$ cat config.mk
export PLATFORM = sky130hd
export DESIGN_NAME = wishbone_gpio
export DESIGN_NICKNAME = d
export VERILOG_FILES = /design/src/rtl/gpio_pkg.sv /design/src/rtl/gpio_sync_edge.sv /design/src/rtl/wishbone_gpio.sv
export SDC_FILE = /design/constraint.sdc
export NUM_CORES = 1
export LEC_CHECK = 0
export ABC_AREA = 1
export CORE_MARGIN = 10
export CORE_UTILIZATION = 35
export DETAILED_ROUTE_END_ITERATION = 8
export SLEW_MARGIN = 20
export SYNTH_ARGS = -nofsm -noshare
export SYNTH_HDL_FRONTEND = slang
export SYNTH_HIERARCHICAL = 1
export SYNTH_SLANG_ARGS = --single-unit
$ cat constraint.sdc
create_clock -name wb_clk_i -period 6.08 [get_ports wb_clk_i]
set_clock_uncertainty 0.15 [all_clocks]
set_input_delay 1.216 -clock wb_clk_i [delete_from_list [all_inputs] [get_ports wb_clk_i]]
set_output_delay 1.216 -clock wb_clk_i [all_outputs]
set_load 0.01 [all_outputs]
$ cat src/rtl/gpio_pkg.sv
// Shared definitions for the Wishbone GPIO slave.
// Contents: register byte offsets, the bus FSM state type, the default synchronizer depth
// and a helper that expands byte-lane selects into a bit mask.
package gpio_pkg;

  // Byte offsets within the slot; only address bits [4:2] are decoded.
  localparam logic [4:0] GPIO_OUT_OFF      = 5'h00;
  localparam logic [4:0] GPIO_OEB_OFF      = 5'h04;
  localparam logic [4:0] GPIO_IN_OFF       = 5'h08;
  localparam logic [4:0] GPIO_RISE_EN_OFF  = 5'h0C;
  localparam logic [4:0] GPIO_FALL_EN_OFF  = 5'h10;
  localparam logic [4:0] GPIO_IRQ_STAT_OFF = 5'h14;

  localparam int unsigned GPIO_SYNC_STAGES_DEFAULT = 2;

  typedef enum logic {
    IDLE,
    RESP
  } bus_state_e;

  // Expand the four byte-lane selects into a 32-bit mask.
  function automatic logic [31:0] sel_to_mask(input logic [3:0] sel);
    return {{8{sel[3]}}, {8{sel[2]}}, {8{sel[1]}}, {8{sel[0]}}};
  endfunction

endpackage

$ cat src/rtl/gpio_sync_edge.sv
// Pad-input synchronizer with edge detection.
// Ports:
//   i_clk, i_rst    clock and asynchronous active-high reset
//   i_async         raw pad inputs
//   o_sync          inputs after STAGES flops
//   o_rise_raw      sync & ~prev (unqualified rising edges)
//   o_fall_raw      ~sync & prev (unqualified falling edges)
module gpio_sync_edge #(
  parameter int unsigned WIDTH  = 32,
  parameter int unsigned STAGES = 2
) (
  input  logic             i_clk,
  input  logic             i_rst,
  input  logic [WIDTH-1:0] i_async,
  output logic [WIDTH-1:0] o_sync,
  output logic [WIDTH-1:0] o_rise_raw,
  output logic [WIDTH-1:0] o_fall_raw
);

  // Stage 0 is the first flop after the pad; stage STAGES-1 is the usable value.
  logic [STAGES-1:0][WIDTH-1:0] r_chain;
  logic [WIDTH-1:0]             r_prev;

  always_ff @(posedge i_clk or posedge i_rst) begin
    if (i_rst) begin
      r_chain <= '0;
      r_prev  <= '0;
    end else begin
      r_chain <= {r_chain[STAGES-2:0], i_async};
      r_prev  <= r_chain[STAGES-1];
    end
  end

  assign o_sync     = r_chain[STAGES-1];
  assign o_rise_raw = r_chain[STAGES-1] & ~r_prev;
  assign o_fall_raw = ~r_chain[STAGES-1] & r_prev;

endmodule

$ cat src/rtl/wishbone_gpio.sv
// Wishbone classic slave for the GPIO slot.
// Every accepted access is answered with a single registered ACK one cycle later, followed by
// a mandatory idle cycle. Drives pad output value/enable, synchronizes pad inputs and raises
// a level interrupt from write-1-to-clear edge status bits.
// Ports:
//   wb_clk_i, wb_rst_i            clock and asynchronous active-high reset
//   wbs_stb_i, wbs_cyc_i, wbs_we_i, wbs_sel_i, wbs_dat_i, wbs_adr_i   bus request
//   wbs_ack_o, wbs_dat_o          registered response
//   gpio_in                       asynchronous pad inputs
//   gpio_out, gpio_oeb            pad output value and output disable (1 = input)
//   irq_o                         OR of the interrupt status bits
module wishbone_gpio
  import gpio_pkg::*;
#(
  parameter int unsigned NUM_PINS    = 32,
  parameter int unsigned SYNC_STAGES = GPIO_SYNC_STAGES_DEFAULT
) (
  input  logic                wb_clk_i,
  input  logic                wb_rst_i,
  input  logic                wbs_stb_i,
  input  logic                wbs_cyc_i,
  input  logic                wbs_we_i,
  input  logic [3:0]          wbs_sel_i,
  input  logic [31:0]         wbs_dat_i,
  input  logic [31:0]         wbs_adr_i,
  output logic                wbs_ack_o,
  output logic [31:0]         wbs_dat_o,
  input  logic [NUM_PINS-1:0] gpio_in,
  output logic [NUM_PINS-1:0] gpio_out,
  output logic [NUM_PINS-1:0] gpio_oeb,
  output logic                irq_o
);

  // Registers are held only NUM_PINS wide, so bits above the pin count read 0 and drop writes.
  bus_state_e          r_state;
  bus_state_e          w_state_next;
  logic                r_ack;
  logic                w_ack_next;
  logic [31:0]         r_dat;
  logic [31:0]         w_dat_next;
  logic [NUM_PINS-1:0] r_out;
  logic [NUM_PINS-1:0] r_oeb;
  logic [NUM_PINS-1:0] r_rise_en;
  logic [NUM_PINS-1:0] r_fall_en;
  logic [NUM_PINS-1:0] r_irq_stat;

  logic [NUM_PINS-1:0] w_out_next;
  logic [NUM_PINS-1:0] w_oeb_next;
  logic [NUM_PINS-1:0] w_rise_en_next;
  logic [NUM_PINS-1:0] w_fall_en_next;
  logic [NUM_PINS-1:0] w_irq_stat_next;
  logic [NUM_PINS-1:0] w_w1c;

  logic [NUM_PINS-1:0] w_sync;
  logic [NUM_PINS-1:0] w_rise_raw;
  logic [NUM_PINS-1:0] w_fall_raw;

  logic                w_acc;
  logic                w_wr;
  logic [31:0]         w_be;
  logic [NUM_PINS-1:0] w_be_p;
  logic [NUM_PINS-1:0] w_wdat_p;
  logic [2:0]          w_idx;
  logic [NUM_PINS-1:0] w_rdata_p;
  logic [31:0]         w_rdata;

  // Upper address bits and the byte offset are already resolved by the decoder.
  logic w_unused_adr;
  assign w_unused_adr = ^{wbs_adr_i[31:5], wbs_adr_i[1:0]};

  gpio_sync_edge #(
    .WIDTH  (NUM_PINS),
    .STAGES (SYNC_STAGES)
  ) u_sync_edge (
    .i_clk      (wb_clk_i),
    .i_rst      (wb_rst_i),
    .i_async    (gpio_in),
    .o_sync     (w_sync),
    .o_rise_raw (w_rise_raw),
    .o_fall_raw (w_fall_raw)
  );

  // Bus FSM: next state and response registers.
  always_comb begin
    w_state_next = r_state;
    w_ack_next   = r_ack;
    w_dat_next   = r_dat;
    w_acc        = 1'b0;
    unique case (r_state)
      IDLE: begin
        if (wbs_cyc_i && wbs_stb_i) begin
          w_acc        = 1'b1;
          w_ack_next   = 1'b1;
          w_dat_next   = wbs_we_i ? 32'h0 : w_rdata;
          w_state_next = RESP;
        end
      end
      RESP: begin
        // The strobe is ignored here, which guarantees an idle cycle between ACKs.
        w_ack_next   = 1'b0;
        w_dat_next   = 32'h0;
        w_state_next = IDLE;
      end
      default: begin
        w_ack_next   = 1'b0;
        w_dat_next   = 32'h0;
        w_state_next = IDLE;
      end
    endcase
  end

  // Register file: write merge, read mux and interrupt status update.
  always_comb begin
    w_wr     = w_acc && wbs_we_i;
    w_be     = sel_to_mask(wbs_sel_i);
    w_be_p   = w_be[NUM_PINS-1:0];
    w_wdat_p = wbs_dat_i[NUM_PINS-1:0];
    w_idx    = wbs_adr_i[4:2];

    w_out_next     = r_out;
    w_oeb_next     = r_oeb;
    w_rise_en_next = r_rise_en;
    w_fall_en_next = r_fall_en;
    w_w1c          = '0;

    if (w_wr) begin
      if (w_idx == GPIO_OUT_OFF[4:2]) begin
        w_out_next = (r_out & ~w_be_p) | (w_wdat_p & w_be_p);
      end
      if (w_idx == GPIO_OEB_OFF[4:2]) begin
        w_oeb_next = (r_oeb & ~w_be_p) | (w_wdat_p & w_be_p);
      end
      if (w_idx == GPIO_RISE_EN_OFF[4:2]) begin
        w_rise_en_next = (r_rise_en & ~w_be_p) | (w_wdat_p & w_be_p);
      end
      if (w_idx == GPIO_FALL_EN_OFF[4:2]) begin
        w_fall_en_next = (r_fall_en & ~w_be_p) | (w_wdat_p & w_be_p);
      end
      if (w_idx == GPIO_IRQ_STAT_OFF[4:2]) begin
        w_w1c = w_wdat_p & w_be_p;
      end
    end

    // OR-ing the new events after the clear makes a coincident hardware set win.
    w_irq_stat_next = (r_irq_stat & ~w_w1c)
                    | (w_rise_raw & r_rise_en)
                    | (w_fall_raw & r_fall_en);

    w_rdata_p = '0;
    case (w_idx)
      GPIO_OUT_OFF[4:2]:      w_rdata_p = r_out;
      GPIO_OEB_OFF[4:2]:      w_rdata_p = r_oeb;
      GPIO_IN_OFF[4:2]:       w_rdata_p = w_sync;
      GPIO_RISE_EN_OFF[4:2]:  w_rdata_p = r_rise_en;
      GPIO_FALL_EN_OFF[4:2]:  w_rdata_p = r_fall_en;
      GPIO_IRQ_STAT_OFF[4:2]: w_rdata_p = r_irq_stat;
      default:                w_rdata_p = '0;
    endcase
    w_rdata                 = '0;
    w_rdata[NUM_PINS-1:0]   = w_rdata_p;
    w_rdata                 = w_rdata & w_be;
  end

  always_ff @(posedge wb_clk_i or posedge wb_rst_i) begin
    if (wb_rst_i) begin
      r_state    <= IDLE;
      r_ack      <= 1'b0;
      r_dat      <= 32'h0;
      r_out      <= '0;
      r_oeb      <= '1;
      r_rise_en  <= '0;
      r_fall_en  <= '0;
      r_irq_stat <= '0;
    end else begin
      r_state    <= w_state_next;
      r_ack      <= w_ack_next;
      r_dat      <= w_dat_next;
      r_out      <= w_out_next;
      r_oeb      <= w_oeb_next;
      r_rise_en  <= w_rise_en_next;
      r_fall_en  <= w_fall_en_next;
      r_irq_stat <= w_irq_stat_next;
    end
  end

  assign wbs_ack_o = r_ack;
  assign wbs_dat_o = r_dat;
  assign gpio_out  = r_out;
  assign gpio_oeb  = r_oeb;
  assign irq_o     = |r_irq_stat;

endmodule

==> flow_summary.yaml, run 1 <==
grt:
  grt_start_max_net_pins: 106
  grt_use_total_pct: 17.9
  grt_pass1_wl_um: 62700
  grt_overflow_total: 0
  grt_antenna_before_repair: 0
  first_global_vias: 10800
setup_path:
  r2r_slack_ns: 4.15
  path_cells: "nor2_1 > nand4_1 > nor2_1 > nand4_1 > clkdlybuf4s50_1"
  crit_path_max_fanout: 3
  worst_setup_path_start_kind: "register"
  cp-end-kind: "output pin"
  regToRegStartpoint: "r_state"
  register_to_register_path_depth: 7
  regToRegEndpoint: "wbs_dat_o[4]"
  worst-setup-path-type: "reg2out"
  crit_arrival_ns: 2.30
  crit_path_max_incr_delay_ns: 0.54
  crit_slowest_cell: "sky130_fd_sc_hd__clkdlybuf4s50_1"
  worst_ep_required_time_ns: 4.71
clock_network:
  post-cts-setup-buffer-count: 0
  tritoncts_clock_tree: "built"
  ctsRootBufferMaster: "sky130_fd_sc_hd__clkbuf_16"
  tritoncts_num_sinks: 290
  clk_transition_reported_paths_ns: 0.06
  cts_max_path_buffers: 3
  clkLatencyLatePin_ns: 0.51
  gates_resized_cts_repair: 0
  numCtsBuffers: 34
  cts_max_level: 2
  postCtsHoldBufs: 0
hold_path:
  hold_path_class: "reg2reg"
  hold-path-endpoint: "u_sync_edge/o_sync[8]"
  min_from: "u_sync_edge/r_chain[8]"
  whs_path_depth: 0
cells_and_area:
  post_route_cells_drive_above_1_share_pct: 8.68
  antenna_diode_count: 0
  seqCellArea_um2: 7300
  area_occupied_by_multi_input_gates_um2: 4350
  final_net_count: 1738
  stdcell_area_um2: 15900
  n_fill_cell: 3568
  area_added_between_synthesis_and_finish_pct: 23.3
synth:
  seq_area_frac_synth_pct: 56.5
  netlist-cell-type-count: 24
  synthesis.area_um2: 12900
  synth_enable_flop_cells: 0
  cell_count_after_synthesis: 1512
  most_area_hungry_cell_type_in_the_yosys_netlist: "sky130_fd_sc_hd__dfrtp_1"
  synth_fp_nets: 1617
  synth_largest_type_area_fraction_pct: 50.0
  synth_top_cells_by_area: "sky130_fd_sc_hd__dfrtp_1 50%, sky130_fd_sc_hd__nand2_1 12%, sky130_fd_sc_hd__dfstp_2 6.5%, sky130_fd_sc_hd__inv_1 5.2%, sky130_fd_sc_hd__o21ai_1 5.0%"
  yosys_register_bits: 290
  synth-main-ff-cell: "sky130_fd_sc_hd__dfrtp_1"
  post-synth-top-count-cell: "sky130_fd_sc_hd__nand2_1"
  synth.top_cells.by_count: "402 x sky130_fd_sc_hd__nand2_1, 258 x sky130_fd_sc_hd__dfrtp_1, 180 x sky130_fd_sc_hd__inv_1"
  synth.yosys.warnings: 6
  synth_async_sr_flop_share_pct: 100
  syn_area_per_cell_um2: 8.55
timing:
  fin_crit_ns: 3.67
  timing.setup.tns_ns: 0
  setup_viol: 0
  fmax_mhz: 273
  fin_crit_sh_pct: 60.3
  worst_slew_pin_slew_ns: 0.894
  timing_hold_violations_final: 0
  setup_repair_after_global_routing_missed_its_margin: "no"
  finalMaxSlewViolations: 0
  worst_slew_margin_rel_pct: 40.4
drt:
  detail_route.wl_per_cell_um: 18.9
  first_pass_iters: 5
  via_per_inst: 4.97
  number_of_violations_reported_at_the_end_of_detailed_routing_iteration_0: 718
  route.detailed.drc: 0
  routedLengthMet1_um: 17700
  met3_wl_post_dr_um: 2340
  wl_met2_um: 18800
  dr.max_layer_used: "met4"
  ant_nets: 0
  routed_wirelength_um: 40100
  vias: 10600
placed_design:
  dp_hpwl_um: 26100
  place_congestion: 0.808
  buffer_ports.inserted: 173
  dpl_cell_area_um2: 14800
pwr:
  p_leak_uw: 0.00764
  vdd_ir_drop_max_uv: 241
  total_power_density_per_cell_area_nw_per_um2: 392
  cellInternalPower_uw: 4350
  p_sw_share_pct: 30.3
  share_clk_of_total_power_pct: 32.8
  comb_power_share_pct: 22.2
  netSwitchingPower_uw: 1890
  power.share.sequential_pct: 45.0
floorplan:
  fp-row-count: 70
  coreArea_um2: 36500
  start_util_pct: 35.4
  die-height_um: 212
  design.die.area_um2: 45000
  die_width_um: 212
  io_pins: 203
status:
  result_of_the_run: "complete, no violations"
run:
  cap_viol_max_count: 0
-- critical path, delay by kind of cell (launching register included) --
family | cells | cell delay (ns)
buffers and inverters | 1 | 0.54
DFF | 1 | 0.41
and+or+nand+nor | 4 | 0.84
-- routing by layer --
layer	global-route usage (%)	vias to the layer above
li1	-	5081
met1	22.6	5088
met2	29.4	323
met3	3.75	83
met4	6.99	0
met5	0	-
-- worst max-delay path by stage --
| stage | startpoint | end | slack [ns] | cells past startpoint |
|---|---|---|---|---|
| 3_3_place_gp | wbs_adr_i[2] | wbs_dat_o[31] | 2.10 | 9 |
| 4_1_cts | r_irq_stat[15] | irq_o | 2.33 | 5 |
| 6_report | r_irq_stat[8] | irq_o | 2.41 | 5 |
| 5_1_grt | r_irq_stat[15] | irq_o | 2.28 | 5 |
| 2_1_floorplan | wb_rst_i | u_sync_edge/o_sync[0] | 2.21 | 1 |
| 3_5_place_dp | wbs_adr_i[2] | register | 2.13 | 7 |
-- layout by cell type, fill, tap and decap left out --
| cell type | Yosys | final |
|---|---|---|
| sky130_fd_sc_hd__nand3_4 | 1 | 1 |
| sky130_fd_sc_hd__dfstp_2 | 32 | 32 |
| sky130_fd_sc_hd__inv_2 | 3 | 3 |
| sky130_fd_sc_hd__nand2_2 | 17 | 17 |
| sky130_fd_sc_hd__a21oi_1 | 12 | 12 |
| sky130_fd_sc_hd__clkinv_2 | 0 | 7 |
| sky130_fd_sc_hd__nor2_2 | 6 | 5 |
| sky130_fd_sc_hd__dfrtp_1 | 258 | 258 |
| sky130_fd_sc_hd__buf_12 | 0 | 2 |
| sky130_fd_sc_hd__nor2_1 | 122 | 122 |
| sky130_fd_sc_hd__o21ai_0 | 10 | 10 |
| sky130_fd_sc_hd__buf_4 | 37 | 14 |
| sky130_fd_sc_hd__clkinvlp_4 | 0 | 3 |
| sky130_fd_sc_hd__clkbuf_1 | 17 | 7 |
| sky130_fd_sc_hd__clkbuf_16 | 0 | 37 |
| sky130_fd_sc_hd__nand4_1 | 97 | 97 |
| sky130_fd_sc_hd__or2_2 | 1 | 1 |
| sky130_fd_sc_hd__nand2_1 | 402 | 402 |
| sky130_fd_sc_hd__nand3_1 | 97 | 97 |
| sky130_fd_sc_hd__clkdlybuf4s50_1 | 0 | 170 |
| sky130_fd_sc_hd__inv_4 | 1 | 2 |
| sky130_fd_sc_hd__a22o_1 | 32 | 32 |
| sky130_fd_sc_hd__buf_2 | 47 | 3 |
| sky130_fd_sc_hd__nor4_1 | 2 | 2 |
| sky130_fd_sc_hd__o21ai_1 | 128 | 128 |
| sky130_fd_sc_hd__nand3_2 | 3 | 3 |
| sky130_fd_sc_hd__bufinv_16 | 0 | 1 |
| sky130_fd_sc_hd__nor2_4 | 4 | 5 |
| sky130_fd_sc_hd__inv_1 | 180 | 178 |
| sky130_fd_sc_hd__clkbuf_8 | 0 | 8 |
-- final cells by class --
| class | count | area share [%] |
|---|---|---|
| Clock buffer | 52 | 6.67 |
| Sequential cell | 290 | 45.8 |
| Multi-Input combinational cell | 934 | 27.3 |
| Tap cell | 468 | 3.67 |
| Timing Repair Buffer | 189 | 11.7 |
| Clock inverter | 10 | 0.502 |
| Inverter | 184 | 4.39 |
-- power by group through the flow --
| stage | Combinational [uW] | Clock (uW) | Sequential, uW |
|---|---|---|---|
| 3_3_place_gp | 1380 | 0 | 2820 |
| 5_1_grt | 1550 | 2190 | 2870 |
| 4_1_cts | 1410 | 2110 | 2810 |
| 6_report | 1390 | 2050 | 2810 |
| 2_1_floorplan | 666 | 0 | 2830 |
| 3_5_place_dp | 1410 | 0 | 2830 |
-- per-stage QoR --
step                hold slack, ns  utilization, %  cells  power, uW  setup slack (ns)
floorplan                    0.181               -   1512       3500              2.21
global placement             0.182            40.5   2064       4200              2.10
detailed placement           0.185            40.5   2064       4240              2.13
CTS                          0.198            43.6   2126       6330              2.33
global route                 0.200            43.6   2127       6610              2.28
finish                       0.193            43.6   2127       6250              2.41
-- cell families after synthesis --
logic type	after synthesis	share of synthesized area, %
and+or+nand+nor	752	25.6
DFF	290	56.5
buffers and inverters	288	9.91
AOI/OAI and AO/OA	182	7.98
Power figures use the tool's default switching activity.
==> run 2: changes to the inputs <==
==> constraint.sdc (replaced) <==
create_clock -name wb_clk_i -period 3.78 [get_ports wb_clk_i]
set_clock_uncertainty 0.15 [all_clocks]
set_input_delay 0.756 -clock wb_clk_i [delete_from_list [all_inputs] [get_ports wb_clk_i]]
set_output_delay 0.756 -clock wb_clk_i [all_outputs]
set_load 0.01 [all_outputs]
==> flow_summary.yaml, run 2 (synthesis gave the netlist of run 1 again) <==
status:
  result_of_the_run: "complete, no violations"
pwr:
  netSwitchingPower_uw: 3030
  total_power_density_per_cell_area_nw_per_um2: 629
  comb_power_share_pct: 22.2
  p_leak_uw: 0.00767
  power.share.sequential_pct: 45.0
  cellInternalPower_uw: 7030
  vdd_ir_drop_max_uv: 306
  totalPowerFinal_uw: 10100
  p_sw_share_pct: 30.2
  share_clk_of_total_power_pct: 32.8
drt:
  vias: 10600
  ant_nets: 0
  routed_wirelength_um: 39700
  first_pass_iters: 5
  route.detailed.drc: 0
  number_of_violations_reported_at_the_end_of_detailed_routing_iteration_0: 913
  via_per_inst: 4.99
  detail_route.wl_per_cell_um: 18.6
setup_path:
  path_cells: "nor2_1 > nand4_1 > nor2_1 > nand4_1 > clkdlybuf4s50_1"
  crit_path_max_fanout: 3
  critical-path-top-delay-family: "simple AND/OR/NAND/NOR gates"
  regToRegStartpoint: "r_state"
  register_to_register_path_depth: 7
  crit_arrival_ns: 2.29
  worst_ep_required_time_ns: 2.87
  worst-setup-path-type: "reg2out"
  crit_slowest_cell: "sky130_fd_sc_hd__clkdlybuf4s50_1"
  worst_setup_path_start_kind: "register"
  r2r_slack_ns: 1.87
  path_buf_inv: 1
  crit_path_max_incr_delay_ns: 0.53
  regToRegEndpoint: "wbs_dat_o[11]"
  cp-end-kind: "output pin"
cells_and_area:
  final_net_count: 1743
  n_fill_cell: 3531
  post_route_cells_drive_above_1_share_pct: 8.84
  final_common_cell: "sky130_fd_sc_hd__nand2_1"
  most-common-layout-cells: "402 x sky130_fd_sc_hd__nand2_1, 258 x sky130_fd_sc_hd__dfrtp_1, 178 x sky130_fd_sc_hd__inv_1"
  layoutNonFillerInstCount: 2132
  area_added_between_synthesis_and_finish_pct: 23.7
  stdcell_area_um2: 16000
run:
  cap_viol_max_count: 0
clock_network:
  ctsRootBufferMaster: "sky130_fd_sc_hd__clkbuf_16"
  cts_max_path_buffers: 3
  post-cts-setup-buffer-count: 0
  cts_max_level: 2
  clkLatencyLatePin_ns: 0.51
  gates_resized_cts_repair: 0
  tritoncts_clock_tree: "built"
  tritoncts_num_sinks: 290
  postCtsHoldBufs: 0
  numCtsBuffers: 34
  clk_transition_reported_paths_ns: 0.06
timing:
  setup_repair_after_global_routing_missed_its_margin: "no"
  fmax_mhz: 313
  worst_slew_pin_slew_ns: 0.892
  finalMaxSlewViolations: 0
  worst_slew_margin_rel_pct: 40.5
  setup_viol: 0
  hold_ws_ns: 0.190
  fin_crit_ns: 3.19
  timing_hold_violations_final: 0
  fin_crit_sh_pct: 84.5
  timing.setup.tns_ns: 0
hold_path:
  whs_path_depth: 0
  hold_path_class: "reg2reg"
  min_from: "u_sync_edge/r_chain[2]"
  hold-path-endpoint: "u_sync_edge/o_sync[2]"
placed_design:
  dp_hpwl_um: 26400
  buffer_ports.inserted: 173
  post-place-cells: 2070
  dpl_cell_area_um2: 14800
  place_congestion: 0.821
floorplan:
  die-height_um: 212
  start_util_pct: 35.4
  coreArea_um2: 36500
  fp-row-count: 70
  design.die.area_um2: 45000
  io_pins: 203
  die_width_um: 212
grt:
  grtUsageMet1_pct: 23.3
  first_global_vias: 11100
  grt_overflow_total: 0
  grt_use_total_pct: 17.9
  grt_pass1_wl_um: 63700
  grt_start_max_net_pins: 101
  grt_antenna_before_repair: 2
  top_usage_layer: "met2"
  met3_capacity_usage_during_global_routing_pct: 3.56
  grt_met2_usage_pct: 29.3
run 2: stage by stage:
step | setup slack, ns | util, %
after floorplan | 0.369 | -
after global placement | 0.864 | 40.6
after detailed placement | 0.827 | 40.6
after CTS | 0.518 | 43.8
after global routing | 0.491 | 43.8
final | 0.586 | 43.8
run 2: worst reg2reg max path: stages, from the launching register on:
cell	delay, ns
sky130_fd_sc_hd__dfrtp_1	0.33
sky130_fd_sc_hd__inv_2	0.06
sky130_fd_sc_hd__nand2_2	0.10
sky130_fd_sc_hd__nand2_1	0.09
sky130_fd_sc_hd__or2_2	0.39
sky130_fd_sc_hd__nor2_2	0.45
sky130_fd_sc_hd__nand2_1	0.18
sky130_fd_sc_hd__nand2_1	0.09
run 2: area by class of cell:
class / instances / area [um^2] / share of cell area [%]
clock buffer: 54 / 1080 / 6.75
timing repair buffer: 194 / 1910 / 12.0
antenna: 1 / 2.50 / 0.0156
inverter: 184 / 699 / 4.37
tap: 468 / 586 / 3.66
clock inverter: 7 / 65.1 / 0.407
multi-input combinational: 934 / 4350 / 27.2
sequential: 290 / 7300 / 45.6
run 2: per-layer routing:
layer / share of wire [%] / vias up
met1: 44 / 5146
met3: 6.3 / 66
met2: 47 / 318
met4: 2.8 / 0
li1: - / 5102
met5: 0 / -
run 2: how the worst max path moves through the flow:
stage	start	depth (start not counted)	slack, ns	end
after global routing	r_irq_stat[11]	5	0.49	irq_o
after detailed placement	wbs_adr_i[3]	6	0.83	register
after CTS	r_irq_stat[15]	5	0.52	irq_o
after floorplan	wb_rst_i	1	0.37	u_sync_edge/o_sync[0]
after global placement	wbs_adr_i[3]	6	0.86	register
final	r_irq_stat[15]	5	0.59	irq_o
run 2: power by group through the flow:
| stage | clock (uW) | combinational, uW | sequential, uW |
|---|---|---|---|
| after floorplan | 0 | 1070 | 4550 |
| after global placement | 0 | 2230 | 4550 |
| after detailed placement | 0 | 2260 | 4570 |
| after CTS | 3390 | 2280 | 4520 |
| after global routing | 3530 | 2510 | 4630 |
| final | 3300 | 2230 | 4530 |
==> run 3: changes to the inputs <==
==> constraint.sdc (replaced) <==
create_clock -name wb_clk_i -period 3.2 [get_ports wb_clk_i]
set_clock_uncertainty 0.15 [all_clocks]
set_input_delay 0.64 -clock wb_clk_i [delete_from_list [all_inputs] [get_ports wb_clk_i]]
set_output_delay 0.64 -clock wb_clk_i [all_outputs]
set_load 0.01 [all_outputs]
==> flow_summary.yaml, run 3 (synthesis gave the netlist of run 1 again) <==
clock_network:
  clkLatencyLatePin_ns: 0.50
  tritoncts_clock_tree: "built"
  clk_transition_reported_paths_ns: 0.06
  numCtsBuffers: 34
  ctsRootBufferMaster: "sky130_fd_sc_hd__clkbuf_16"
  gates_resized_cts_repair: 0
  postCtsHoldBufs: 0
  cts_max_level: 2
  post-cts-setup-buffer-count: 0
  cts_max_path_buffers: 3
  tritoncts_num_sinks: 290
cells_and_area:
  area_added_between_synthesis_and_finish_pct: 24.3
  n_fill_cell: 3523
  final_net_count: 1756
  most-common-layout-cells: "402 x sky130_fd_sc_hd__nand2_1, 258 x sky130_fd_sc_hd__dfrtp_1, 178 x sky130_fd_sc_hd__inv_1"
  seqCellArea_um2: 7300
  post_route_cells_drive_above_1_share_pct: 9.19
  stdcell_area_um2: 16100
  area_occupied_by_multi_input_gates_um2: 4350
  final_common_cell: "sky130_fd_sc_hd__nand2_1"
  antenna_diode_count: 0
drt:
  ant_nets: 0
  number_of_violations_reported_at_the_end_of_detailed_routing_iteration_0: 885
  first_pass_iters: 6
  via_per_inst: 4.98
  detail_route.wl_per_cell_um: 18.7
  vias: 10700
  route.detailed.drc: 0
  routed_wirelength_um: 40000
timing:
  fmax_mhz: 320
  finalMaxSlewViolations: 0
  worst_slew_margin_rel_pct: 54.3
  postLayoutSetupSlackWorst_ns: 0.0705
  hold_ws_ns: 0.193
  fin_crit_sh_pct: 97.8
  timing_hold_violations_final: 0
  fin_crit_ns: 3.13
  setup_repair_after_global_routing_missed_its_margin: "no"
  timing.setup.tns_ns: 0
  setup_viol: 0
  worst_slew_pin_slew_ns: 0.685
setup_path:
  crit_path_max_fanout: 3
  timing.critical_path.from: "r_irq_stat[14]"
  register_to_register_path_depth: 7
  worst-setup-path-type: "reg2out"
  regToRegStartpoint: "r_state"
  cp-end-kind: "output pin"
  r2r_slack_ns: 1.36
  regToRegEndpoint: "wbs_dat_o[25]"
  worst_ep_required_time_ns: 2.41
  worst_setup_path_start_kind: "register"
  crit_arrival_ns: 2.34
  endpoint: "irq_o"
placed_design:
  place_congestion: 0.829
  buffer_ports.inserted: 173
  pre_cts_slack_ns: 0.512
  dp_hpwl_um: 27000
  dpl_cell_area_um2: 15000
grt:
  first_global_vias: 10600
  grt_start_max_net_pins: 54
  grt_antenna_before_repair: 1
  grt_pass1_wl_um: 62100
  grt_overflow_total: 0
  grt_use_total_pct: 17.6
pwr:
  p_leak_uw: 0.00771
  vdd_ir_drop_max_uv: 324
  total_power_density_per_cell_area_nw_per_um2: 736
  totalPowerFinal_uw: 11800
floorplan:
  die_width_um: 212
  fp-row-count: 70
  start_util_pct: 35.4
  design.die.area_um2: 45000
  io_pins: 203
  die-height_um: 212
  coreArea_um2: 36500
hold_path:
  hold_path_class: "reg2reg"
run:
  cap_viol_max_count: 0
status:
  result_of_the_run: "complete, no violations"
==> run 3: changes by cell type in the layout (fill, tap and decap cells not counted), sizes merged <==
cell      change
buf          +13
clkbuf        +4
clkinv        -4
clkinvlp      -1
diode         -1
==> run 3: worst max-delay path: stages (launching register included) <==
cell and delay [ns]:
sky130_fd_sc_hd__dfrtp_1 0.40, sky130_fd_sc_hd__nor2_1 0.14, sky130_fd_sc_hd__nand4_1 0.21, sky130_fd_sc_hd__nor2_1 0.32, sky130_fd_sc_hd__nand4_1 0.23, sky130_fd_sc_hd__clkdlybuf4s50_1 0.54
==> run 3: layer usage <==
layer / wire length, um / vias to the layer above / track usage (%)
met2: 18800 / 323 / 28.9
met1: 17900 / 5168 / 23.2
li1: - / 5123 / -
met3: 2490 / 59 / 3.71
met5: 13 / - / 0
met4: 803 / 2 / 4.61
==> run 3: worst min-delay path by stage <==
stage | endpoint | cells past startpoint | from
after floorplan | u_sync_edge/o_sync[0] | 0 | u_sync_edge/r_chain[0]
after global placement | u_sync_edge/o_sync[2] | 0 | u_sync_edge/r_chain[2]
after detailed placement | u_sync_edge/o_sync[23] | 0 | u_sync_edge/r_chain[23]
after CTS | u_sync_edge/o_sync[8] | 0 | u_sync_edge/r_chain[8]
after global routing | u_sync_edge/o_sync[31] | 0 | u_sync_edge/r_chain[31]
final | u_sync_edge/o_sync[8] | 0 | u_sync_edge/r_chain[8]
==> run 3: layout make-up <==
class / instances / share of cell area [%]
multi-input combinational: 934 / 27.1
clock inverter: 2 / 0.241
clock buffer: 58 / 6.61
tap: 468 / 3.64
timing repair buffer: 207 / 12.7
inverter: 184 / 4.36
sequential: 290 / 45.4
==> run 3: through the flow <==
stage          util (%)  std cells
2_1_floorplan         -       1512
3_3_place_gp       41.0       2083
6_report           44.0       2143
3_5_place_dp       41.0       2083
4_1_cts            44.0       2143
5_1_grt            44.0       2143
==> run 3: power by group <==
group          switching [uW]  internal [uW]  total (uW)  leakage, uW
logic                    1350           1300        2650      0.00370
registers                 715           4630        5350      0.00348
clock network            1500           2330        3830     0.000537
total                    3570           8260       11800      0.00771
==> patch 1 (flow settings as in run 3) <==
Set the parameter `NUM_PINS` to 16 (it was 32).
--- a/src/rtl/wishbone_gpio.sv
+++ b/src/rtl/wishbone_gpio.sv
@@ -12,7 +12,7 @@
 module wishbone_gpio
   import gpio_pkg::*;
 #(
-  parameter int unsigned NUM_PINS    = 32,
+  parameter int unsigned NUM_PINS    = 16,
   parameter int unsigned SYNC_STAGES = GPIO_SYNC_STAGES_DEFAULT
 ) (
   input  logic                wb_clk_i,
Ports: changed (resized gpio_in, gpio_oeb and gpio_out); port bits go from 203 to 155. The function was not compared with the original's and may differ.
==> patch 1 against run 3 <==
Die area down 44%. Power down 48%. Clock power down 46%. First-iteration DRC count down 68%. Synthesized area down 48%. Final area down 48%. Worst hold slack better by 1.5 ps. Maximum frequency up 8.0%. Setup slack better by 230 ps. Sequential cell count down 144. Wire length down 56%. Critical path type unchanged. Critical endpoint unchanged. Highest routed layer is now met4.
==> patch 1: results (changes against run 3) <==
run_status:
  outcome: "finished clean"
final_layout:
  num-fill-cells: 1854  # -47%
  post_route_cells_drive_above_1_share: 0.109  # +0.0171
  finalNetCount: 948  # -46%
placed_design:
  post-place-ws_ps: 396  # -115 ps
  placed_cells: 1100  # -47%
  detailedPlacementHpwl_mm: 12.4  # -54%
  finalWeightedCongestion: 0.856  # +3.3%
  portBuffers: 91  # -47%
drt:
  drt_pass1_iterations: 4  # -2
  detailedRoute.firstIterationViolations: 284  # -68%
  route.final.wire_length_mm: 17.7  # -56%
  route.detailed.vias_per_inst: 4.65  # -6.7%
  wl_per_cell_um: 15.6  # -16%
global_route:
  grt_antenna_before_repair: 0  # -1
  first_global_vias: 5341  # -50%
  grt_usage: 0.142  # -0.0341
  grt_first_pass_wirelength_mm: 28.8  # -54%
  largest_net_degree_at_the_start_of_global_routing: 99  # +83%
synth:
  synthTopCellsByCount: "197 x nand2_1, 130 x dfrtp_1, 101 x inv_1, 56 x o21ai_1, 51 x nor2_1"
  asyncSetResetFlopFracSynth: 1.00  # unchanged
  fraction_of_the_yosys_area_taken_by_sequential_cells: 0.545  # -0.0200
  dominant_cells_by_area_after_synthesis: "dfrtp_1 48%, nand2_1 11%, dfstp_2 6.2%"
  yosys_warnings: 6  # unchanged
  synth_cell_type_count: 28  # +17%
  synthesis.area_per_instance_um2: 8.61  # +0.79%
hold_path:
  worst_hold_path.num_cells: 0  # unchanged
pwr:
  p_leak_uw: 0.00397  # -49%
  ir_drop_v: 0.000393  # +21%
clock_tree:
  clk_latency_ps: 430  # -70 ps
  clock-root-buffer: "clkbuf_16"
  cts_max_path_buffers: 2  # -1
  post_cts_buffers: 0  # unchanged
  numCtsBuffers: 17  # -50%
  h_tree_levels: 4  # +2
  post_cts_resized: 0  # unchanged
critical_path:
  r2r_cells: 7  # unchanged
  path_max_fanout: 3  # unchanged
  timing.critical_path.arrival_ps: 2110  # -230 ps
timing:
  maxSlewHeadroom: 0.564  # +0.0205
patch 1: layer usage:
| layer | global-route usage | up-vias | share of wire |
|---|---|---|---|
| met5 | 0 | - | 0 |
| li1 | - | 2624 | - |
| met3 | 0.0390 | 30 | 0.055 |
| met1 | 0.185 | 2471 | 0.46 |
| met2 | 0.214 | 130 | 0.45 |
| met4 | 0.0697 | 0 | 0.028 |
patch 1: kinds of logic (layout without fill, tap and decap cells):
logic type	count (synthesis)	in the layout	synth area share
simple gates	365	365	0.246
buf+inv	175	248	0.124
flops	146	146	0.545
compound gates	96	96	0.0846
other cells	1	16	0.000556
patch 1: worst max-delay path, stage by stage, from the launching register on:
cell and delay [ps]:
dfrtp_1 400, nor4_1 490, nand4_1 240, clkdlybuf4s50_1 550
patch 1: through the flow:
step / area, um^2 / hold slack [ps] / total power, uW
global placement: 7780 / 183 / 4080
global route: 8380 / 200 / 6490
finish: 8380 / 195 / 6140
floorplan: 6810 / 181 / 3410
CTS: 8380 / 198 / 6210
detailed placement: 7780 / 185 / 4100
patch 1: where the power goes:
part           internal (uW)  leakage (uW)  switching [uW]
clock network           1310      0.000299             764
registers               2330       0.00175             359
logic                    672       0.00192             696
patch 1: area by class of cell:
| type | instances | area (um^2) | area share |
|---|---|---|---|
| sequential | 146 | 3670 | 0.438 |
| clock inverter | 11 | 161 | 0.0193 |
| multi-input combinational | 477 | 2290 | 0.273 |
| tap | 260 | 325 | 0.0388 |
| timing repair buffer | 109 | 1070 | 0.128 |
| inverter | 108 | 414 | 0.0494 |
| clock buffer | 20 | 447 | 0.0533 |
patch 1: final timing paths:
path                                         from                      to  slack [ps]
max reg2reg                               r_state               flip-flop        1450
max in group asynchronous                wb_rst_i            wbs_dat_o[0]        1870
min                        u_sync_edge/r_chain[0]   u_sync_edge/o_sync[0]         190
min reg2reg                u_sync_edge/r_chain[0]   u_sync_edge/o_sync[0]         190
min in group asynchronous                wb_rst_i  u_sync_edge/r_chain[2]         460
max                                r_irq_stat[11]                   irq_o         300
==> patch 2 (flow settings as in run 3) <==
Made on the original files. Put a register stage on the output `irq_o`. The value now appears one clock later. The other outputs are not delayed to match.
--- a/src/rtl/wishbone_gpio.sv
+++ b/src/rtl/wishbone_gpio.sv
@@ -187,7 +187,9 @@
   assign wbs_dat_o = r_dat;
   assign gpio_out  = r_out;
   assign gpio_oeb  = r_oeb;
-  assign irq_o     = |r_irq_stat;
+  always_ff @(posedge wb_clk_i) begin
+    irq_o <= |r_irq_stat;
+  end
 
 endmodule
 
Function: changed (Yosys sat finds a counterexample within 4 cycles, from zero or initial values and one cycle with wb_rst_i high).
==> patch 2 against run 3 <==
Synthesized area increased by 0.15%. Largest power group unchanged. Maximum frequency grew 26%. Combinational power about the same. Power increased by 3.6%. Sequential power barely moved. Setup slack improved by 650 ps. Critical path depth is 4 lower. Worst hold slack better by 2.8 ps. Final area grew 1.0%. Count of clock-buffer cells in the layout decreased by 8. Wire length is 0.12% higher. Sequential cell count rose by 1. Global-route usage increased by 0.17 points.
==> patch 2: results (changes against run 3) <==
final_layout:
  post_route_cells_drive_above_1_share: 0.0978  # +0.00585
  layoutNonFillerInstCount: 2146  # +0.14%
  finalNetCount: 1757  # +0.057%
  num-fill-cells: 3584  # +1.7%
synth:
  synth_cell_type_count: 25  # +4.2%
  fraction_of_the_yosys_area_taken_by_sequential_cells: 0.565  # +0.000673
  postSynthNetCount: 1618  # +0.062%
  dominant_cells_by_area_after_synthesis: "dfrtp_1 50%, nand2_1 12%, dfstp_2 6.5%"
  synthesis.area_per_instance_um2: 8.55  # about the same
placed_design:
  post-place-ws_ps: 532  # +20.2 ps
  finalWeightedCongestion: 0.812  # -2.0%
drt:
  detailedRoute.firstIterationViolations: 884  # -0.11%
  wl_per_cell_um: 18.7  # about the same
  route.detailed.vias_per_inst: 4.96  # -0.45%
  drt_pass1_iterations: 5  # -1
critical_path:
  cp_top_family: "buffers and inverters"
  setup.reg_to_reg.worst_slack_ps: 1270  # -90 ps
floorplanning:
  start_util: 0.354  # +0.000548
run_status:
  outcome: "finished clean"
pwr:
  p_leak_uw: 0.00780  # +1.2%
  ir_drop_v: 0.000466  # +44%
timing:
  worstMarginPinSlew_ps: 653  # -32.3 ps
global_route:
  grt_antenna_before_repair: 3  # +2
  grt_usage: 0.178  # +0.00174
  first_global_vias: 10600  # +0.10%
  largest_net_degree_at_the_start_of_global_routing: 97  # +80%
[patch 2: cells by family (layout without fill, tap and decap cells)]
family / Yosys count / count (layout) / synth area share
flops: 291 / 291 / 0.565
simple gates: 752 / 752 / 0.256
buf+inv: 288 / 452 / 0.0990
compound gates: 182 / 182 / 0.0797
other cells: 0 / 1 / 0
[patch 2: per-layer routing]
metal  GRT usage  share of wire  vias up
li1            -              -     5137
met1       0.235           0.44     5114
met2       0.292           0.47      332
met3      0.0350          0.064       55
met4      0.0492          0.023        4
met5           0        0.00085        -
[patch 2: cell type report]
type	count	area, um^2	area share
clock buffer	50	1060	0.0656
clock inverter	11	180	0.0111
antenna	1	2.50	0.000154
tap	468	586	0.0361
inverter	184	701	0.0432
timing repair buffer	207	2030	0.125
sequential	291	7320	0.451
multi-input combinational	934	4350	0.268
[patch 2: stage by stage]
| step | total power (uW) | hold WS (ps) | utilization | cell area, um^2 |
|---|---|---|---|---|
| 6_report | 12300 | 196 | 0.445 | 16200 |
| 5_1_grt | 12900 | 202 | 0.445 | 16200 |
| 4_1_cts | 12400 | 198 | 0.444 | 16200 |
| 3_5_place_dp | 8110 | 185 | 0.410 | 15000 |
| 3_3_place_gp | 8040 | 182 | 0.410 | 15000 |
| 2_1_floorplan | 6650 | 181 | - | 13000 |
[patch 2: final timing paths]
check                                   startpoint  cells past startpoint                      to
setup / recovery                         flip-flop                      1            gpio_oeb[16]
hold / removal             u_sync_edge/r_chain[29]                      0  u_sync_edge/o_sync[29]
setup reg to reg                           r_state                      7            wbs_dat_o[9]
hold reg to reg            u_sync_edge/r_chain[29]                      0  u_sync_edge/o_sync[29]
max in group asynchronous                 wb_rst_i                      3               async pin
min in group asynchronous                 wb_rst_i                      2            wbs_dat_o[2]
[patch 2: report_power, final]
group	switching [uW]	internal, uW	total [uW]	leakage (uW)
sequential	718	4640	5360	0.00349
combinational	1370	1290	2660	0.00369
clock	1520	2710	4230	0.000620
total	3610	8640	12300	0.00780
